==> src/rtl/lcd_pkg.sv <==
// Shared opcodes, controller state encoding and frame geometry defaults for the LCD write path.
package lcd_pkg;

  localparam int unsigned WIDTH_DEF  = 320;
  localparam int unsigned HEIGHT_DEF = 240;

  localparam logic [7:0] CMD_NOP   = 8'h00;
  localparam logic [7:0] CMD_CASET = 8'h2A;
  localparam logic [7:0] CMD_PASET = 8'h2B;
  localparam logic [7:0] CMD_RAMWR = 8'h2C;

  typedef enum logic [2:0] {
    StCmd,
    StCasetArg,
    StPasetArg,
    StPixHi,
    StPixLo,
    StDiscard
  } ctrl_state_t;

endpackage

==> src/rtl/lcd_window_cursor.sv <==
// Column/page window registers, pixel cursor and incrementally maintained frame-RAM address.
module lcd_window_cursor
  import lcd_pkg::*;
#(
  parameter int unsigned WIDTH  = WIDTH_DEF,
  parameter int unsigned HEIGHT = HEIGHT_DEF,
  parameter int unsigned AW     = 17
) (
  input  logic          clk_i,
  input  logic          rst_ni,
  input  logic          load_col_i,
  input  logic          load_page_i,
  input  logic [15:0]   start_i,
  input  logic [15:0]   end_i,
  input  logic          reset_cursor_i,
  input  logic          advance_i,
  output logic          win_ok_o,
  output logic [AW-1:0] addr_o,
  output logic          frame_done_o
);

  localparam logic [15:0] ColMax = 16'(WIDTH - 1);
  localparam logic [15:0] RowMax = 16'(HEIGHT - 1);

  logic [15:0]   sc_q, ec_q, sp_q, ep_q;
  logic [15:0]   col_q, row_q;
  logic [AW-1:0] addr_q;
  logic          done_q;

  function automatic logic [AW-1:0] line_addr(input logic [15:0] row, input logic [15:0] col);
    return AW'(row) * AW'(WIDTH) + AW'(col);
  endfunction

  assign win_ok_o     = (sc_q <= ec_q) && (sp_q <= ep_q);
  assign addr_o       = addr_q;
  assign frame_done_o = done_q;

  always_ff @(posedge clk_i) begin
    if (!rst_ni) begin
      sc_q   <= '0;
      ec_q   <= ColMax;
      sp_q   <= '0;
      ep_q   <= RowMax;
      col_q  <= '0;
      row_q  <= '0;
      addr_q <= '0;
      done_q <= 1'b0;
    end else begin
      done_q <= 1'b0;
      if (load_col_i) begin
        sc_q <= start_i;
        ec_q <= (end_i > ColMax) ? ColMax : end_i;
      end
      if (load_page_i) begin
        sp_q <= start_i;
        ep_q <= (end_i > RowMax) ? RowMax : end_i;
      end
      if (reset_cursor_i) begin
        col_q  <= sc_q;
        row_q  <= sp_q;
        addr_q <= line_addr(sp_q, sc_q);
      end else if (advance_i) begin
        if (col_q == ec_q) begin
          col_q <= sc_q;
          if (row_q == ep_q) begin
            // Last pixel of the window: wrap to the window origin.
            row_q  <= sp_q;
            addr_q <= line_addr(sp_q, sc_q);
            done_q <= 1'b1;
          end else begin
            row_q  <= row_q + 16'd1;
            addr_q <= line_addr(row_q + 16'd1, sc_q);
          end
        end else begin
          col_q  <= col_q + 16'd1;
          addr_q <= addr_q + AW'(1);
        end
      end
    end
  end

endmodule

==> src/rtl/lcd_ram_write_ctrl.sv <==
// SPI command decoder and RGB565 frame-RAM write sequencer with valid/ready output handshake.
module lcd_ram_write_ctrl
  import lcd_pkg::*;
#(
  parameter int unsigned WIDTH  = WIDTH_DEF,
  parameter int unsigned HEIGHT = HEIGHT_DEF,
  parameter int unsigned AW     = 17
) (
  input  logic          sclk,
  input  logic          rst_n,
  input  logic          i_spi_valid,
  input  logic [8:0]    i_spi_word,
  output logic          o_spi_ready,
  output logic          o_ram_valid,
  input  logic          i_ram_ready,
  output logic [AW-1:0] o_ram_addr,
  output logic [15:0]   o_ram_data,
  output logic          o_frame_done
);

  ctrl_state_t state_q;
  logic [1:0]  arg_cnt_q;
  logic [23:0] arg_q;
  logic [7:0]  hi_q;
  logic [15:0] data_q;
  logic        ram_valid_q, spi_ready_q;

  logic        spi_xfer, cmd_xfer, data_xfer;
  logic [7:0]  byte_w;
  logic        load_col, load_page, reset_cursor, advance, win_ok, pix_load, ram_valid_d;

  assign byte_w    = i_spi_word[7:0];
  assign spi_xfer  = i_spi_valid && spi_ready_q;
  assign cmd_xfer  = spi_xfer && !i_spi_word[8];
  assign data_xfer = spi_xfer && i_spi_word[8];

  // The 4th argument byte commits the window together with the three buffered ones.
  assign load_col     = data_xfer && (state_q == StCasetArg) && (arg_cnt_q == 2'd3);
  assign load_page    = data_xfer && (state_q == StPasetArg) && (arg_cnt_q == 2'd3);
  assign reset_cursor = cmd_xfer && (byte_w == CMD_RAMWR);
  assign advance      = ram_valid_q && i_ram_ready;
  assign pix_load     = data_xfer && (state_q == StPixLo) && win_ok;
  assign ram_valid_d  = pix_load || (ram_valid_q && !i_ram_ready);

  lcd_window_cursor #(
    .WIDTH (WIDTH),
    .HEIGHT(HEIGHT),
    .AW    (AW)
  ) u_cursor (
    .clk_i         (sclk),
    .rst_ni        (rst_n),
    .load_col_i    (load_col),
    .load_page_i   (load_page),
    .start_i       ({arg_q[23:16], arg_q[15:8]}),
    .end_i         ({arg_q[7:0], byte_w}),
    .reset_cursor_i(reset_cursor),
    .advance_i     (advance),
    .win_ok_o      (win_ok),
    .addr_o        (o_ram_addr),
    .frame_done_o  (o_frame_done)
  );

  always_ff @(posedge sclk) begin
    if (!rst_n) begin
      state_q     <= StCmd;
      arg_cnt_q   <= '0;
      arg_q       <= '0;
      hi_q        <= '0;
      data_q      <= '0;
      ram_valid_q <= 1'b0;
      spi_ready_q <= 1'b0;
    end else begin
      ram_valid_q <= ram_valid_d;
      spi_ready_q <= !ram_valid_d;
      if (pix_load) data_q <= {hi_q, byte_w};
      if (cmd_xfer) begin
        arg_cnt_q <= '0;
        case (byte_w)
          CMD_CASET: state_q <= StCasetArg;
          CMD_PASET: state_q <= StPasetArg;
          CMD_RAMWR: state_q <= StPixHi;
          default:   state_q <= StDiscard;
        endcase
      end else if (data_xfer) begin
        case (state_q)
          StCasetArg, StPasetArg: begin
            arg_q     <= {arg_q[15:0], byte_w};
            arg_cnt_q <= arg_cnt_q + 2'd1;
            if (arg_cnt_q == 2'd3) state_q <= StCmd;
          end
          StPixHi: begin
            hi_q    <= byte_w;
            state_q <= StPixLo;
          end
          StPixLo: state_q <= StPixHi;
          default: state_q <= state_q;
        endcase
      end
    end
  end

  assign o_spi_ready = spi_ready_q;
  assign o_ram_valid = ram_valid_q;
  assign o_ram_data  = data_q;

endmodule

==> config.mk <==
export PLATFORM = sky130hd
export DESIGN_NAME = lcd_ram_write_ctrl
export DESIGN_NICKNAME = d
export VERILOG_FILES = /design/src/rtl/lcd_pkg.sv /design/src/rtl/lcd_window_cursor.sv /design/src/rtl/lcd_ram_write_ctrl.sv
export SDC_FILE = /design/constraint.sdc
export NUM_CORES = 1
export LEC_CHECK = 0
export ABC_AREA = 1
export CAP_MARGIN = 20
export CORE_MARGIN = 4
export CORE_UTILIZATION = 33
export CTS_CLUSTER_DIAMETER = 30
export DETAILED_ROUTE_END_ITERATION = 12
export PLACE_DENSITY = 0.6
export SYNTH_ARGS = -nofsm -noshare
export SYNTH_HDL_FRONTEND = slang
export SYNTH_SLANG_ARGS = --single-unit
==> constraint.sdc <==
create_clock -name sclk -period 3.3 [get_ports sclk]
set_input_delay 0.495 -clock sclk [delete_from_list [all_inputs] [get_ports sclk]]
set_output_delay 0.495 -clock sclk [all_outputs]
set_load 0.03 [all_outputs]
# ---- Word-level counts from Yosys, hierarchy flattened
# Cells that the tools add are included.
# Widths: inputs -> output; s select.
dict set report word_totals {
  register_bits 169
  elab_cells 90
  output_inout_bits 36
  input_bits 13
}
dict set report op_classes {
  mul 2
  order_cmp 4
  add_sub_neg 6
  eq_ne 11
  n_bitwise 4
  n_mux 19
  reduce_logical 29
}
# op count
set op_table {}
lappend op_table {{$mux 16} 9}
lappend op_table {{$mux 17} 4}
lappend op_table {{$add 17x16->17} 2}
lappend op_table {{$add 16x1->16 const B} 2}
lappend op_table {{$eq 16x16->1} 2}
lappend op_table {{$le 16x16->1} 2}
lappend op_table {{$mul 16x3->11 const B} 2}
lappend op_table {{$eq 8x6->1 const B} 3}
lappend op_table {{$pmux 3 s3} 2}
lappend op_table {{$add 17x1->17 const B} 1}
lappend op_table {{$gt 16x8->1 const B} 1}
lappend op_table {{$gt 16x9->1 const B} 1}
lappend op_table {{$logic_and 1x1->1} 13}
lappend op_table {{$mux 3} 3}
lappend op_table {{$reduce_and 3->1} 3}
lappend op_table {{$eq 3x2->1 const B} 2}
lappend op_table {{$reduce_bool 2->1} 3}
lappend op_table {{$not 1->1} 4}
lappend op_table {{$reduce_and 2->1} 2}
lappend op_table {{$reduce_bool 4->1} 1}
lappend op_table {{$reduce_or 2->1} 2}
lappend op_table {{$reduce_or 4->1} 1}
lappend op_table {{$eq 3x1->1 const B} 1}
lappend op_table {{$eq 3x3->1 const B} 1}
lappend op_table {{6 further kinds} 8}

# ---- Logic depth before layout (Yosys ltp)
dict set report depth {
  depth_word 7
  mapped_depth 24
  mapped_depth_nobuf 24
}

# ---- Modules after synthesis
# Synthesis repeated with hierarchy kept, for this count alone.
dict set report unflattened {
  cells_unflattened 1594
  area_unflattened_um2 10940.5
}
# mod n_inst area_per_inst_um2 cells_per_inst seq_area_each_um2
set modules_own_cells {}
lappend modules_own_cells {lcd_window_cursor 1 8757.1 1311 2282.2}
lappend modules_own_cells {lcd_ram_write_ctrl 1 2183.3 283 1101.1}

# ---- Worst setup path before layout
# Ideal clock, no wire load.
dict set report synth_path {
  path_type {reg2reg}
  from {register u_cursor.row_q[0]}
  to {register u_cursor.addr_q[16], in the netlist u_cursor.addr_o[16]}
  t_arrival_ps 3349
  path_slack_ps -169
  synth_period_minus_slack_ps 3469
  required_ps 3180
  n_path_buf 0
  path_stages_with_launch 24
  cell_sequence {dfxtp_1 inv_1 nor2_1 xor2_1 inv_1 ha_1 ha_1 fa_1 nand3_1 nand2_1 nand2_1 nand2_1 a21oi_1 xnor2_1 ha_1 a21o_1 a31oi_1 nand3_1 inv_1 nand3_1 nand3_1 nand2_1 nand2_1 a21oi_1}
}
dict set report synth_via {
  elab_chain_cells 7
}
# element line
set synth_rtl {}
lappend synth_rtl {{start: declaration} lcd_window_cursor.sv:26} ;# logic [15:0] col_q, row_q;
lappend synth_rtl {{start signal: assignment} lcd_window_cursor.sv:60} ;# row_q <= sp_q;
lappend synth_rtl {{start signal: assignment} lcd_window_cursor.sv:67} ;# row_q <= sp_q;
lappend synth_rtl {{start signal: assignment} lcd_window_cursor.sv:71} ;# row_q <= row_q + 16'd1;
lappend synth_rtl {{$add 16x1->16} lcd_window_cursor.sv:72} ;# addr_q <= line_addr(row_q + 16'd1, sc_q);
lappend synth_rtl {{$mul 16x3->11} lcd_window_cursor.sv:31} ;# return AW'(row) * AW'(WIDTH) + AW'(col);
lappend synth_rtl {{$add 17x16->17} lcd_window_cursor.sv:31}
lappend synth_rtl {{$mux 17 *} lcd_window_cursor.sv:65} ;# if (row_q == ep_q) begin
lappend synth_rtl {{$mux 17 *} lcd_window_cursor.sv:63} ;# if (col_q == ec_q) begin
lappend synth_rtl {{$mux 17 *} lcd_window_cursor.sv:62} ;# end else if (advance_i) begin
lappend synth_rtl {{$mux 17 *} lcd_window_cursor.sv:58} ;# if (reset_cursor_i) begin
lappend synth_rtl {{end signal: assignment} lcd_window_cursor.sv:61} ;# addr_q <= line_addr(sp_q, sc_q);
lappend synth_rtl {{end signal: assignment} lcd_window_cursor.sv:68} ;# addr_q <= line_addr(sp_q, sc_q);
lappend synth_rtl {{end signal: assignment} lcd_window_cursor.sv:72}
lappend synth_rtl {{end: declaration} lcd_window_cursor.sv:27} ;# logic [AW-1:0] addr_q;
# Mark *: on every way between the ends. The rest lies on a longest branch, timed or not. The select of a mux whose other input is x is not followed.
# A chain may end at the register's enable or synchronous reset.

# ---- Final worst setup path
dict set report layout_path {
  from {register u_cursor.row_q[1]}
  to {register u_cursor.addr_q[15], in the netlist u_cursor.addr_o[15]}
}
# The elaborated chain is that of the path after synthesis.

==> results.json <==
{
  "drt_iter0_drc": 586,
  "ant_nets": 0,
  "top_usage_layer": "met2",
  "worstPathRequired_ns": 3.67,
  "synth_fa_ha_area_share_pct": 10.7,
  "fin_nets": 1642,
  "antenna_cells": 0,
  "leakagePower_nw": 5.67,
  "endpoint_kind": "flop",
  "synth-seq-area-share_pct": 33.0,
  "cts_root_buf": "clkbuf_16",
  "fillers": 3127,
  "reg2reg_depth": 22,
  "outcome": "finished, violations left",
  "wl_per_cell_um": 15.5,
  "post-place-ws_ns": -0.133,
  "skew_ns": 0.0149,
  "syn2layout_area_growth_pct": 22.3,
  "synth.area.mux_share_pct": 0.0976,
  "insertion_delay_ns": 0.44,
  "slew_violations": 0,
  "grt_pass1_vias": 9506,
  "die_w_um": 184,
  "crit_end": "u_cursor.addr_o[15]",
  "ys.warnings.count": 0,
  "grt_pass1_wl_um": 49200,
  "cts_tree": "yes",
  "grt_antenna_before_repair": 0,
  "synthesis.nets": 1546,
  "whs_ns": 0.448,
  "gp_congestion": 0.882,
  "reg2reg_slack_ns": -0.04,
  "finalCriticalPeriod_ns": 3.34,
  "ios": 49,
  "grt_overflow": 0,
  "htreeDepth": 4,
  "synth_top_area_share_pct": 33.0,
  "synth_compound_area_share_pct": 18.9,
  "start_util_pct": 33.5,
  "die_h_um": 184,
  "cp_cell_sequence": "nand2_4, nor2_4, xor2_2, buf_4, nor2_1, nor2_1, ha_1, a21oi_2, nand2_2, a21oi_2, o21ai_1, xor2_1, ha_1, nand2_1, nor2_2, nand3_1, nand4_1, xor2_1, nand2_1, o21ai_1, nand2_1, a21oi_2",
  "maxCapViolCount": 0,
  "grt_setup_unrepaired": "true",
  "hold_viol": 0,
  "ys_ff_latch": 169,
  "syn_inst": 1448,
  "grt_use_total_pct": 17.7,
  "ys.flop_type": "dfxtp_1",
  "totalPowerFinal_w": 0.00429,
  "hold_path.class": "reg2reg",
  "first_pass_iters": 6,
  "slew_headroom_pct": 46.5,
  "clockBufferDepth": 2,
  "fin_crit_sh_pct": 101,
  "clock-sinks": 169,
  "die-area_sq_um": 34000,
  "startpoint_type": "flop",
  "peakVddDrop_v": 0.000328,
  "power.density_nw_per_um2": 342,
  "setup_violations": 2,
  "violations": "setup timing",
  "r2r_start": "u_cursor.row_q[1]",
  "synthArstFlopShare_pct": 0,
  "ys_types": 50,
  "core_sq_um": 30700,
  "hpwlAfterDp_um": 22200,
  "r2r-end": "u_cursor.addr_o[15]",
  "viasPerCell": 5.07,
  "vias": 9903,
  "synth_area_leaders": "dfxtp_1 33%, ha_1 9.9%, nand2_1 8.5%",
  "critPathKind": "reg2reg",
  "met3_usage_pct": 2.96,
  "syn_area_sq_um": 10300,
  "slowest_stage": "ha_1",
  "remaining_drc_errors": 0,
  "routed_wl_um": 30300,
  "slowest_delay_ns": 0.37,
  "worstPathMaxFanout": 4,
  "fin_setup_tns_ns": -0.0786,
  "drive_above_1_share_pct": 12.0,
  "setup_slack_ns": -0.0423,
  "clk_transition_reported_paths_ns": 0.07,
  "avgSynthCellArea_sq_um": 7.09,
  "synth_top_family_by_area": "simple AND/OR/NAND/NOR gates",
  "grt_max_degree": 92,
  "placementRows": 64,
  "synthSimpleGateAreaFrac_pct": 22.3,
  "yosys.area_share.xor_xnor_pct": 6.40,
  "synth.largest_area_cell": "dfxtp_1",
  "max_slew.worst_pin.slew_ns": 0.803,
  "arrival_ns": 3.71,
  "grt_util_met2_pct": 29.1,
  "post-route-util_pct": 40.9,
  "io_buffers": 48,
  "cts_buffers": 17,
  "setup.worst_path.start": "u_cursor.row_q[1]",
  "synth_edf_count": 0,
  "gr-usage-met1_pct": 24.8,
  "max_clock_freq_ghz": 0.299
}
==> worst min-delay path by stage <==
stage / from / endpoint / slack [ns] / cells after the start
floorplan: arg_cnt_q[1] / arg_cnt_q[1] / 0.44 / 2
global placement: o_ram_data[8] / o_ram_data[8] / 0.44 / 2
detailed placement: o_ram_data[9] / o_ram_data[9] / 0.44 / 2
CTS: o_ram_data[4] / o_ram_data[4] / 0.45 / 2
global route: o_ram_data[10] / o_ram_data[10] / 0.47 / 2
finish: o_ram_data[4] / o_ram_data[4] / 0.45 / 2
==> cells in the final DEF (no fill, tap or decap), types with 5 or more instances in the layout <==
cell,count
xnor2_1,40
clkdlybuf4s50_1,47
buf_6,5
a211oi_1,9
dfxtp_1,165
nor2_1,155
a21oi_1,132
nand2_2,9
o21ai_1,8
nor4_1,6
nor2_2,5
ha_1,75
buf_4,74
xor2_1,29
inv_2,8
inv_1,166
nand2_1,224
xor2_2,5
o22ai_1,15
o21ai_0,141
nor3_1,31
nand3_1,66
o211ai_1,18
nand4_1,13
a21oi_2,10
clkbuf_16,17
or2_2,6
==> what timing repair did <==
| action | CTS | global route |
|---|---|---|
| hold buffers | 0 | 0 |
| setup endpoints to repair | 5 | 6 |
| buffers inserted | 7 | 2 |
| pin swaps | 11 | 29 |
| endpoints found under the hold margin | 0 | 0 |
| gates resized for setup | 9 | 43 |
==> worst max-delay path: cells and delay by family, from the launching register on <==
family / cells / cell delay, ns
and+or+nand+nor: 11 / 1.05
adders and majority gates: 2 / 0.71
AOI/OAI and AO/OA: 5 / 0.55
xor gates and xnor gates: 3 / 0.46
DFF: 1 / 0.36
buffers and inverters: 1 / 0.13
==> sequential cells by signal, indices dropped and copies added, names as in the netlist <==
signal / count
arg_q: 24
u_cursor.addr_o: 17
o_ram_data: 16
u_cursor.col_q: 16
u_cursor.ec_q: 16
u_cursor.ep_q: 16
u_cursor.row_q: 16
u_cursor.sc_q: 16
u_cursor.sp_q: 16
hi_q: 8
state_q: 3
arg_cnt_q: 2
o_ram_valid: 1
o_spi_ready: 1
u_cursor.frame_done_o: 1
==> through the flow <==
step,instance area (sq um),instances
floorplan,10300,1448
global placement,11600,1912
detailed placement,11600,1912
CTS,12300,1951
global route,12500,1953
finish,12500,1953
==> routing by layer <==
metal | routed length [um] | share of wire, % | up-vias
met5 | 0 | 0 | -
met4 | 257 | 0.85 | 0
met3 | 1620 | 5.3 | 21
met2 | 14000 | 46 | 256
met1 | 14400 | 48 | 4612
li1 | - | - | 5014
==> cells in the mapped netlist, drive strengths merged (7+ instances only) <==
library cell / number
a211oi: 9
a21oi: 143
buf: 12
clkbuf: 39
dfxtp: 169
ha: 81
inv: 176
nand2: 235
nand3: 69
nand4: 13
nor2: 165
nor3: 33
nor4: 8
o211ai: 18
o21ai: 149
o22ai: 15
or2: 7
xnor2: 40
xor2: 35
==> kinds of logic (layout without fill, tap and decap cells) <==
group / count (synthesis) / after routing
muxes: 1 / 1
DFF: 169 / 169
and+or+nand+nor: 533 / 533
AOI/OAI and AO/OA: 355 / 355
buffers and inverters: 230 / 339
adders and majority gates: 85 / 85
xor gates and xnor gates: 75 / 75
==> report_power, final <==
group	switching (W)	internal [W]
registers	0.00000702	0.00204
logic	0.0000863	0.0000458
clock network	0.00101	0.00110
total	0.00110	0.00319
==> cell type report <==
| type | count | area, sq um | area share [%] |
|---|---|---|---|
| Multi-Input combinational cell | 1049 | 6240 | 49.7 |
| Clock buffer | 17 | 425 | 3.39 |
| Timing Repair Buffer | 128 | 1120 | 8.95 |
| Clock inverter | 15 | 196 | 1.57 |
| Sequential cell | 169 | 3390 | 27.0 |
| Tap cell | 396 | 495 | 3.95 |
| Inverter | 179 | 677 | 5.40 |
No activity file was read; power rests on OpenSTA's default activity.
